<file path="config.mk">
export PLATFORM = sky130hd
export DESIGN_NAME = executor
export DESIGN_NICKNAME = d
export VERILOG_FILES = /design/src/rtl/executor.sv
export SDC_FILE = /design/constraint.sdc
export NUM_CORES = 1
export LEC_CHECK = 0
export ABC_AREA = 0
export CAP_MARGIN = 40
export CORE_ASPECT_RATIO = 0.6
export CORE_UTILIZATION = 50
export DETAILED_ROUTE_END_ITERATION = 8
export GPL_TIMING_DRIVEN = 0
export MAX_ROUTING_LAYER = met4
export PLACE_DENSITY = 0.71
export RECOVER_POWER = 100
export SETUP_SLACK_MARGIN = 0.05
export SYNTH_ARGS = -nofsm -noshare
export SYNTH_HDL_FRONTEND = slang
export SYNTH_SLANG_ARGS = --single-unit
export TNS_END_PERCENT = 1
</file>
<file path="constraint.sdc">
create_clock -name CLK -period 3.75 [get_ports CLK]
set_input_delay 0.9375 -clock CLK [delete_from_list [all_inputs] [get_ports CLK]]
set_output_delay 0.9375 -clock CLK [all_outputs]
set_load 0.02 [all_outputs]
</file>
<file path="src/rtl/executor.sv">
// executor: token-stream interpreter for "var = expr;" and "out expr;" statements over 8-bit variables.
// Define EXECUTOR_SHIFT_EN to accept SHIFT_L/SHIFT_R as operators; otherwise they are illegal tokens.
`default_nettype none
module executor #(
  parameter int NUM_VARS = 16
) (
  input  logic        CLK,
  input  logic        RST,
  input  logic        I_VALID,
  input  logic [15:0] I_DATA,
  output logic        OUT_VALID,
  output logic [7:0]  OUT_DATA,
  output logic        ERROR,
  output logic        DONE
);

  localparam int IDX_W = (NUM_VARS > 1) ? $clog2(NUM_VARS) : 1;

  localparam logic [7:0] K_SEMI  = 8'h00;
  localparam logic [7:0] K_OUT   = 8'h01;
  localparam logic [7:0] K_VAR   = 8'h02;
  localparam logic [7:0] K_EQUAL = 8'h03;
  localparam logic [7:0] K_PLUS  = 8'h09;
  localparam logic [7:0] K_MINUS = 8'h0A;
  localparam logic [7:0] K_NUM   = 8'h0B;
  localparam logic [7:0] K_EOF   = 8'h0C;
`ifdef EXECUTOR_SHIFT_EN
  localparam logic [7:0] K_SHL   = 8'h07;
  localparam logic [7:0] K_SHR   = 8'h08;
`endif

  typedef enum logic [2:0] {
    S_IDLE, S_EXP_EQ, S_EXP_TERM, S_EXP_OP, S_SKIP, S_HALT
  } state_e;

  // OP_LOAD marks the first term of an expression: acc simply takes the term.
  typedef enum logic [2:0] {
    OP_LOAD, OP_ADD, OP_SUB, OP_SHL, OP_SHR
  } op_e;

  state_e               state_q, state_d;
  op_e                  op_q, op_d;
  logic [7:0]           acc_q, acc_d;
  logic [IDX_W-1:0]     dest_q, dest_d;
  logic                 is_out_q, is_out_d;
  logic                 out_valid_q, out_valid_d;
  logic [7:0]           out_data_q, out_data_d;
  logic                 error_q, error_d;
  logic                 done_q, done_d;
  logic [7:0]           vars_q [NUM_VARS];
  logic                 var_we;

  logic [7:0]           kind;
  logic [7:0]           value;
  logic [IDX_W-1:0]     idx;
  logic                 is_term;
  logic [7:0]           term;
  logic                 is_op;
  op_e                  tok_op;

  assign kind  = I_DATA[15:8];
  assign value = I_DATA[7:0];
  assign idx   = I_DATA[IDX_W-1:0];

  assign is_term = (kind == K_VAR) || (kind == K_NUM);
  assign term    = (kind == K_VAR) ? vars_q[idx] : value;

  function automatic logic [7:0] alu(input op_e op, input logic [7:0] a, input logic [7:0] b);
    case (op)
      OP_ADD:  return a + b;
      OP_SUB:  return a - b;
`ifdef EXECUTOR_SHIFT_EN
      OP_SHL:  return a << b;
      OP_SHR:  return a >> b;
`endif
      default: return b;
    endcase
  endfunction

  always_comb begin
    is_op  = 1'b1;
    tok_op = OP_ADD;
    case (kind)
      K_PLUS:  tok_op = OP_ADD;
      K_MINUS: tok_op = OP_SUB;
`ifdef EXECUTOR_SHIFT_EN
      K_SHL:   tok_op = OP_SHL;
      K_SHR:   tok_op = OP_SHR;
`endif
      default: is_op = 1'b0;
    endcase
  end

  always_comb begin
    state_d     = state_q;
    op_d        = op_q;
    acc_d       = acc_q;
    dest_d      = dest_q;
    is_out_d    = is_out_q;
    out_valid_d = 1'b0;
    out_data_d  = out_data_q;
    error_d     = error_q;
    done_d      = done_q;
    var_we      = 1'b0;

    if (I_VALID) begin
      if (kind == K_EOF && state_q != S_HALT) begin
        done_d  = 1'b1;
        state_d = S_HALT;
        if (state_q != S_IDLE) error_d = 1'b1;
      end else begin
        case (state_q)
          S_IDLE: begin
            if (kind == K_VAR) begin
              dest_d   = idx;
              is_out_d = 1'b0;
              op_d     = OP_LOAD;
              state_d  = S_EXP_EQ;
            end else if (kind == K_OUT) begin
              is_out_d = 1'b1;
              op_d     = OP_LOAD;
              state_d  = S_EXP_TERM;
            end else if (kind != K_SEMI) begin
              error_d = 1'b1;
              state_d = S_SKIP;
            end
          end
          S_EXP_EQ: begin
            if (kind == K_EQUAL) begin
              state_d = S_EXP_TERM;
            end else begin
              error_d = 1'b1;
              state_d = S_SKIP;
            end
          end
          S_EXP_TERM: begin
            if (is_term) begin
              acc_d   = alu(op_q, acc_q, term);
              state_d = S_EXP_OP;
            end else begin
              error_d = 1'b1;
              state_d = S_SKIP;
            end
          end
          S_EXP_OP: begin
            if (is_op) begin
              op_d    = tok_op;
              state_d = S_EXP_TERM;
            end else if (kind == K_SEMI) begin
              // Commit happens on this edge so the next token already sees the new value.
              if (is_out_q) begin
                out_valid_d = 1'b1;
                out_data_d  = acc_q;
              end else begin
                var_we = 1'b1;
              end
              state_d = S_IDLE;
            end else begin
              error_d = 1'b1;
              state_d = S_SKIP;
            end
          end
          S_SKIP: begin
            if (kind == K_SEMI) state_d = S_IDLE;
          end
          default: ;
        endcase
      end
    end
  end

  always_ff @(posedge CLK or negedge RST) begin
    if (!RST) begin
      state_q     <= S_IDLE;
      op_q        <= OP_LOAD;
      acc_q       <= '0;
      dest_q      <= '0;
      is_out_q    <= 1'b0;
      out_valid_q <= 1'b0;
      out_data_q  <= '0;
      error_q     <= 1'b0;
      done_q      <= 1'b0;
      for (int i = 0; i < NUM_VARS; i++) vars_q[i] <= '0;
    end else begin
      state_q     <= state_d;
      op_q        <= op_d;
      acc_q       <= acc_d;
      dest_q      <= dest_d;
      is_out_q    <= is_out_d;
      out_valid_q <= out_valid_d;
      out_data_q  <= out_data_d;
      error_q     <= error_d;
      done_q      <= done_d;
      if (var_we) vars_q[dest_q] <= acc_q;
    end
  end

  assign OUT_VALID = out_valid_q;
  assign OUT_DATA  = out_data_q;
  assign ERROR     = error_q;
  assign DONE      = done_q;

endmodule
`default_nettype wire

</file>
Word level (Yosys, flattened, before mapping)
Cells that the tools add are included.
Operators by class
  add/subtract/negate cells: 2
  $mul: 0
  div/mod/pow operators: 0
  order comparisons: 3
  eq/ne operators: 26
  shift-type cells: 0
  multiplexer cells: 48
  bitwise logic cells: 4
  reduce and logical (&&, ||, !) cells: 20
Operators with widths (number)
  bitwise mux 128 bit: 1
  two-way mux 3 bit: 12
  binary-select mux 8 bit (select 4 bit): 1
  demux 8 bit (select 4 bit): 1
  == test 8 x 4 -> 1 bit, second input constant: 4
  two-way mux 8 bit: 4
  inequality test 3 bit, second input constant: 10
  two-way mux 1 bit: 24
  == test 8 x 2 -> 1 bit, second input constant: 2
  case mux 8 bit (2 select lines): 1
  AND reduction 4 bit: 4
  case mux 3 bit (5 select lines): 1
  >= comparator 5 bit, second input constant: 2
  inverter 4 -> 5 bit: 2
  AND reduction 10 bit: 1
  == test 3 x 2 -> 1 bit, second input constant: 3
  adder 8 bit: 1
  == test 8 x 1 -> 1 bit, second input constant: 1
  logical NOT 8 bit: 1
  nonzero test 8 bit: 1
  subtractor 8 bit: 1
  == test 3 x 1 -> 1 bit, second input constant: 2
  case mux 3 bit (2 select lines): 1
  AND reduction 6 bit: 1
  other kinds (18): 21
Word-level totals
  register bits: 158
  bits in latches: 0
  memory bits (writable): 0
  memory bits (read-only): 0
  output and inout bits: 11
  logic and storage cells: 128
  memories: 0

Longest topological paths before layout
  depth after elaboration: 7
  depth in mapped cells: 19

Worst setup path after synthesis
No wires, ideal clock.
  kind: input to register
  start: in I_DATA[0]
  end: reg acc_q[7]
  data arrival time: 4.419 ns
  data required time: 3.624 ns
  path slack: -0.795 ns
  cell stages on the path: 17
  cells stage by stage: buf_6 -> buf_12 -> mux4_2 -> mux2i_1 -> nand2_1 -> a21oi_2 -> ha_1 -> o21ai_0 -> ha_1 -> nor2b_1 -> o21ai_1 -> a21oi_1 -> o21ai_0 -> a211o_1 -> xnor2_1 -> mux2_1 -> o311a_1
Between the ends
  cells in the longest elaborated chain, start to end: 7
RTL lines
  start, declared: line 10  | input logic [15:0] I_DATA,
  inverter 4 -> 5 bit (not written as such): line 66  | assign term = (kind == K_VAR) ? vars_q[idx] : value;
  binary-select mux 8 bit (select 4 bit): line 66
  two-way mux 8 bit (not written as such) (2 in a row): line 66
  two-way mux 8 bit *: line 66
  subtractor 8 bit / adder 8 bit (equally long branches): line 71, 70
  case mux 8 bit (2 select lines) *: line 69  | case (op)
  end signal, assigned: line 176  | acc_q <= '0;
  end signal, assigned: line 187  | acc_q <= acc_d;
  end, declared: line 43  | logic [7:0] acc_q, acc_d;
Mark *: on every way between the ends. The rest lies on a longest branch, timed or not. The select of a mux whose other input is x is not followed.
A chain may end at the register's enable or synchronous reset.

Worst setup path in the final report
Ends and elaborated chain as after synthesis.

==> results.md <==
* Worst-path clk slew at 60 ps
* Synth Register Bits at 157
* H-Tree Depth at 4
* Hold slack at 453 ps
* Fmax at 0.246 GHz
* Worst slew margin at -0.165%
* Int Pwr at 2.90 mW
* Clock Latency Late Sink at 430 ps
* Area leader, netlist: dfrtp_1
* Syn Area/Cell at 13.1 µm²
* Max Cap Violations at 1
* Die area at 0.0168 mm²
* Layout Nets at 724
* EDFF count, synth at 0
* WS Path Type: primary input to register
* Share of cells above drive strength 1 at 25.6%
* Final setup violation count at 66
* Fraction of registers with async set/reset at 100%
* IO Port Bufs at 25
* Busiest grt layer: met2
* Hold depth at 1
* TritonCTS clock tree: yes
* Post-synthesis cell count at 620
* Pleak at 4.62 nW
* Clk sinks at 157
* Clk pwr share at 46.3%
* Initial Util at 52.0%
* Total clock buffers created by CTS at 17
* Count of cell types in the netlist at 68
* Crit. End Element: register
* Grt met3 use at 7.62%
* Vias at 5661
* Switching Fraction at 24.6%
* Most frequent cell after synthesis: dfrtp_1
* Non-Filler Instances at 911
* Crit share post-route at 108%
* First-pass GRT wire length at 34.3 mm
* 1st-pass router iterations at 5
* WL final at 22.3 mm
* Synth Cell Area at 0.00814 mm²
* Startpoint types: primary input
* Die height at 101 µm
* Met1 usage at 40.6%
* Switch Pwr at 945 µW
* Final worst-path setup slack at -307 ps
* Hold Path Class: register to register
* Total grt overflow at 0
* Failing checks: capacitance limit, slew limit, setup timing
* Gr usage total at 29.1%
* Sequential cell area fraction in the yosys report at 48.3%
* PwrDens at 395 mW/mm²
* Final Util at 62.2%
* Core Region at 0.0156 mm²
* Mapped Nets at 649
* Crit-path max FO at 5
* Tightest Pin Transition at 1500 ps
* Max Slew Vio Count at 60
* DIE WIDTH at 167 µm
* Final min period at 4060 ps
* Root Buffer Master: clkbuf_16
* Layout area overhead at 19.6%
* Vias in the first global route at 5657
* DP Cell Count at 849
* Post-synth top area share at 48.3%
* Iter 0 DRT Violations at 459
* Sequential power share at 44.9%
* Setup TNS at -4670 ps
* GR Util met2 at 42.3%
* Worst endpoint data arrival time at 4360 ps
* Std cell rows at 35
* Antenna viol nets, final at 0
* Logic pwr share at 8.8%
* Initial antenna violation count at 0
* GPL Wtd Cong at 0.892
* Synth cell count leaders: 157 x dfrtp_1, 115 x mux2_1, 47 x nand2_1, 29 x mux4_2, 24 x nor2_1
* Ys Warns at 0
* Avg WL per Cell at 24.5 µm
* R2R depth at 15
* Final hold vios at 0
* Largest buffer count on any clock path at 2
* # IOs at 30
* Largest net degree at the start of global routing at 99
* Ant. Diodes at 0
* Final Skew at 11.8 ps
* Critical Path RT at 4050 ps
* VDD IR max at 281 µV
* Most used DFF post-synth: dfrtp_1
* Area contributors post-synth: dfrtp_1 48%, mux2_1 16%, mux4_2 8.0%, nand2_1 2.2%, mux2_2 2.1%
* Unrepaired setup endpoints after global routing: true
* Status: complete, but fails checks
* Post-route DRC at 0
* Via/cell ratio at 6.21
* Place WS at -1500 ps
* Final HPWL from detailed placement at 14.4 mm
==> logic make-up after synthesis <==
logic type | share of synthesized area (%)
multiplexers | 29.0
flip-flops | 48.3
AND/OR/NAND/NOR | 9.81
AO/OA/AOI/OAI | 6.58
buffers and inverters | 3.23
XOR/XNOR | 1.51
adder cells (fa/ha/maj) | 1.63
==> cell usage in the layout, fill, tap and decap left out, types with 4 or more instances in the layout <==
cell	n
nor2_1	23
buf_6	10
dlygate4sd3_1	11
nand2_2	4
mux2_2	15
a21oi_2	5
mux2_1	114
buf_1	4
nand2_1	43
and3_1	5
buf_12	4
mux2i_1	12
inv_1	8
o21ai_1	10
a21oi_1	14
nand4_1	4
dfrtp_1	157
clkinv_4	4
o21ai_2	4
nor3_4	4
xnor2_1	7
buf_2	4
o21ai_0	17
clkbuf_1	19
xor2_1	5
mux4_2	30
ha_1	5
dlygate4sd2_1	6
clkbuf_16	17
nand3_1	8
nor3_1	8
clkdlybuf4s50_1	4
buf_4	25
nor2b_1	7
==> path summary, 6_finish.rpt <==
| kind | from | end | slack [ps] |
|---|---|---|---|
| hold reg to reg | DONE | DONE | 450 |
| setup / recovery | I_DATA[0] | acc_q[7] | -310 |
| min in group asynchronous | RST | vars_q[91] | 870 |
| hold / removal | DONE | DONE | 450 |
| setup reg to reg | vars_q[17] | acc_q[7] | 70 |
| max in group asynchronous | RST | OUT_DATA[6] | 710 |
==> registers in the layout (all words and copies together) (netlist names), 2 cells and up <==
name and cells:
acc_q 8, op_q 2, OUT_DATA 8, state_q 3, dest_q 4, vars_q 128
==> per-stage QoR <==
stage	power, mW	area [µm²]
finish	3.84	9730
CTS	3.84	9630
global placement	2.04	8690
detailed placement	2.05	8720
global route	3.96	9730
floorplan	1.94	8180
==> power groups by stage <==
stage | Sequential (mW) | Combinational [mW] | Clock, mW
finish | 1.73 | 0.339 | 1.78
global route | 1.73 | 0.367 | 1.86
CTS | 1.72 | 0.326 | 1.79
detailed placement | 1.75 | 0.297 | 0
global placement | 1.76 | 0.284 | 0
floorplan | 1.75 | 0.185 | 0
==> worst max-delay path, stage by stage <==
cell and delay (ps):
buf_16 100, buf_12 120, mux4_2 490, mux2i_1 250, nor3_4 70, a21oi_4 220
ha_4 190, nor2_4 40, xor2_2 140, ha_1 320, o21ai_2 80, a21oi_2 180
o21ai_2 90, a211o_4 380, xnor2_2 160, mux2_4 310, o311a_1 280
==> final cells by class <==
class / count / area (µm²)
inverter: 9 / 33.8
timing repair buffer: 56 / 510
fill: 1169 / 5900
clock inverter: 10 / 129
clock buffer: 22 / 474
tap: 203 / 254
sequential: 157 / 3930
multi-input combinational: 416 / 4120
buffer: 38 / 278
==> metal layers <==
metal	part of all wire [%]	wire length, µm
met1	47	10500
met2	45	9980
met3	6.8	1520
met4	1.3	295
met5	0	0
==> repair_timing <==
| item | in CTS | in global routing |
|---|---|---|
| pin swaps | 21 | 13 |
| hold buffers | 0 | 0 |
| endpoints found under the setup margin | 57 | 60 |
| cloned | 1 | 0 |
| buffers inserted | 22 | 6 |
| resized for setup | 44 | 19 |
(Power assumes the default switching activity.)
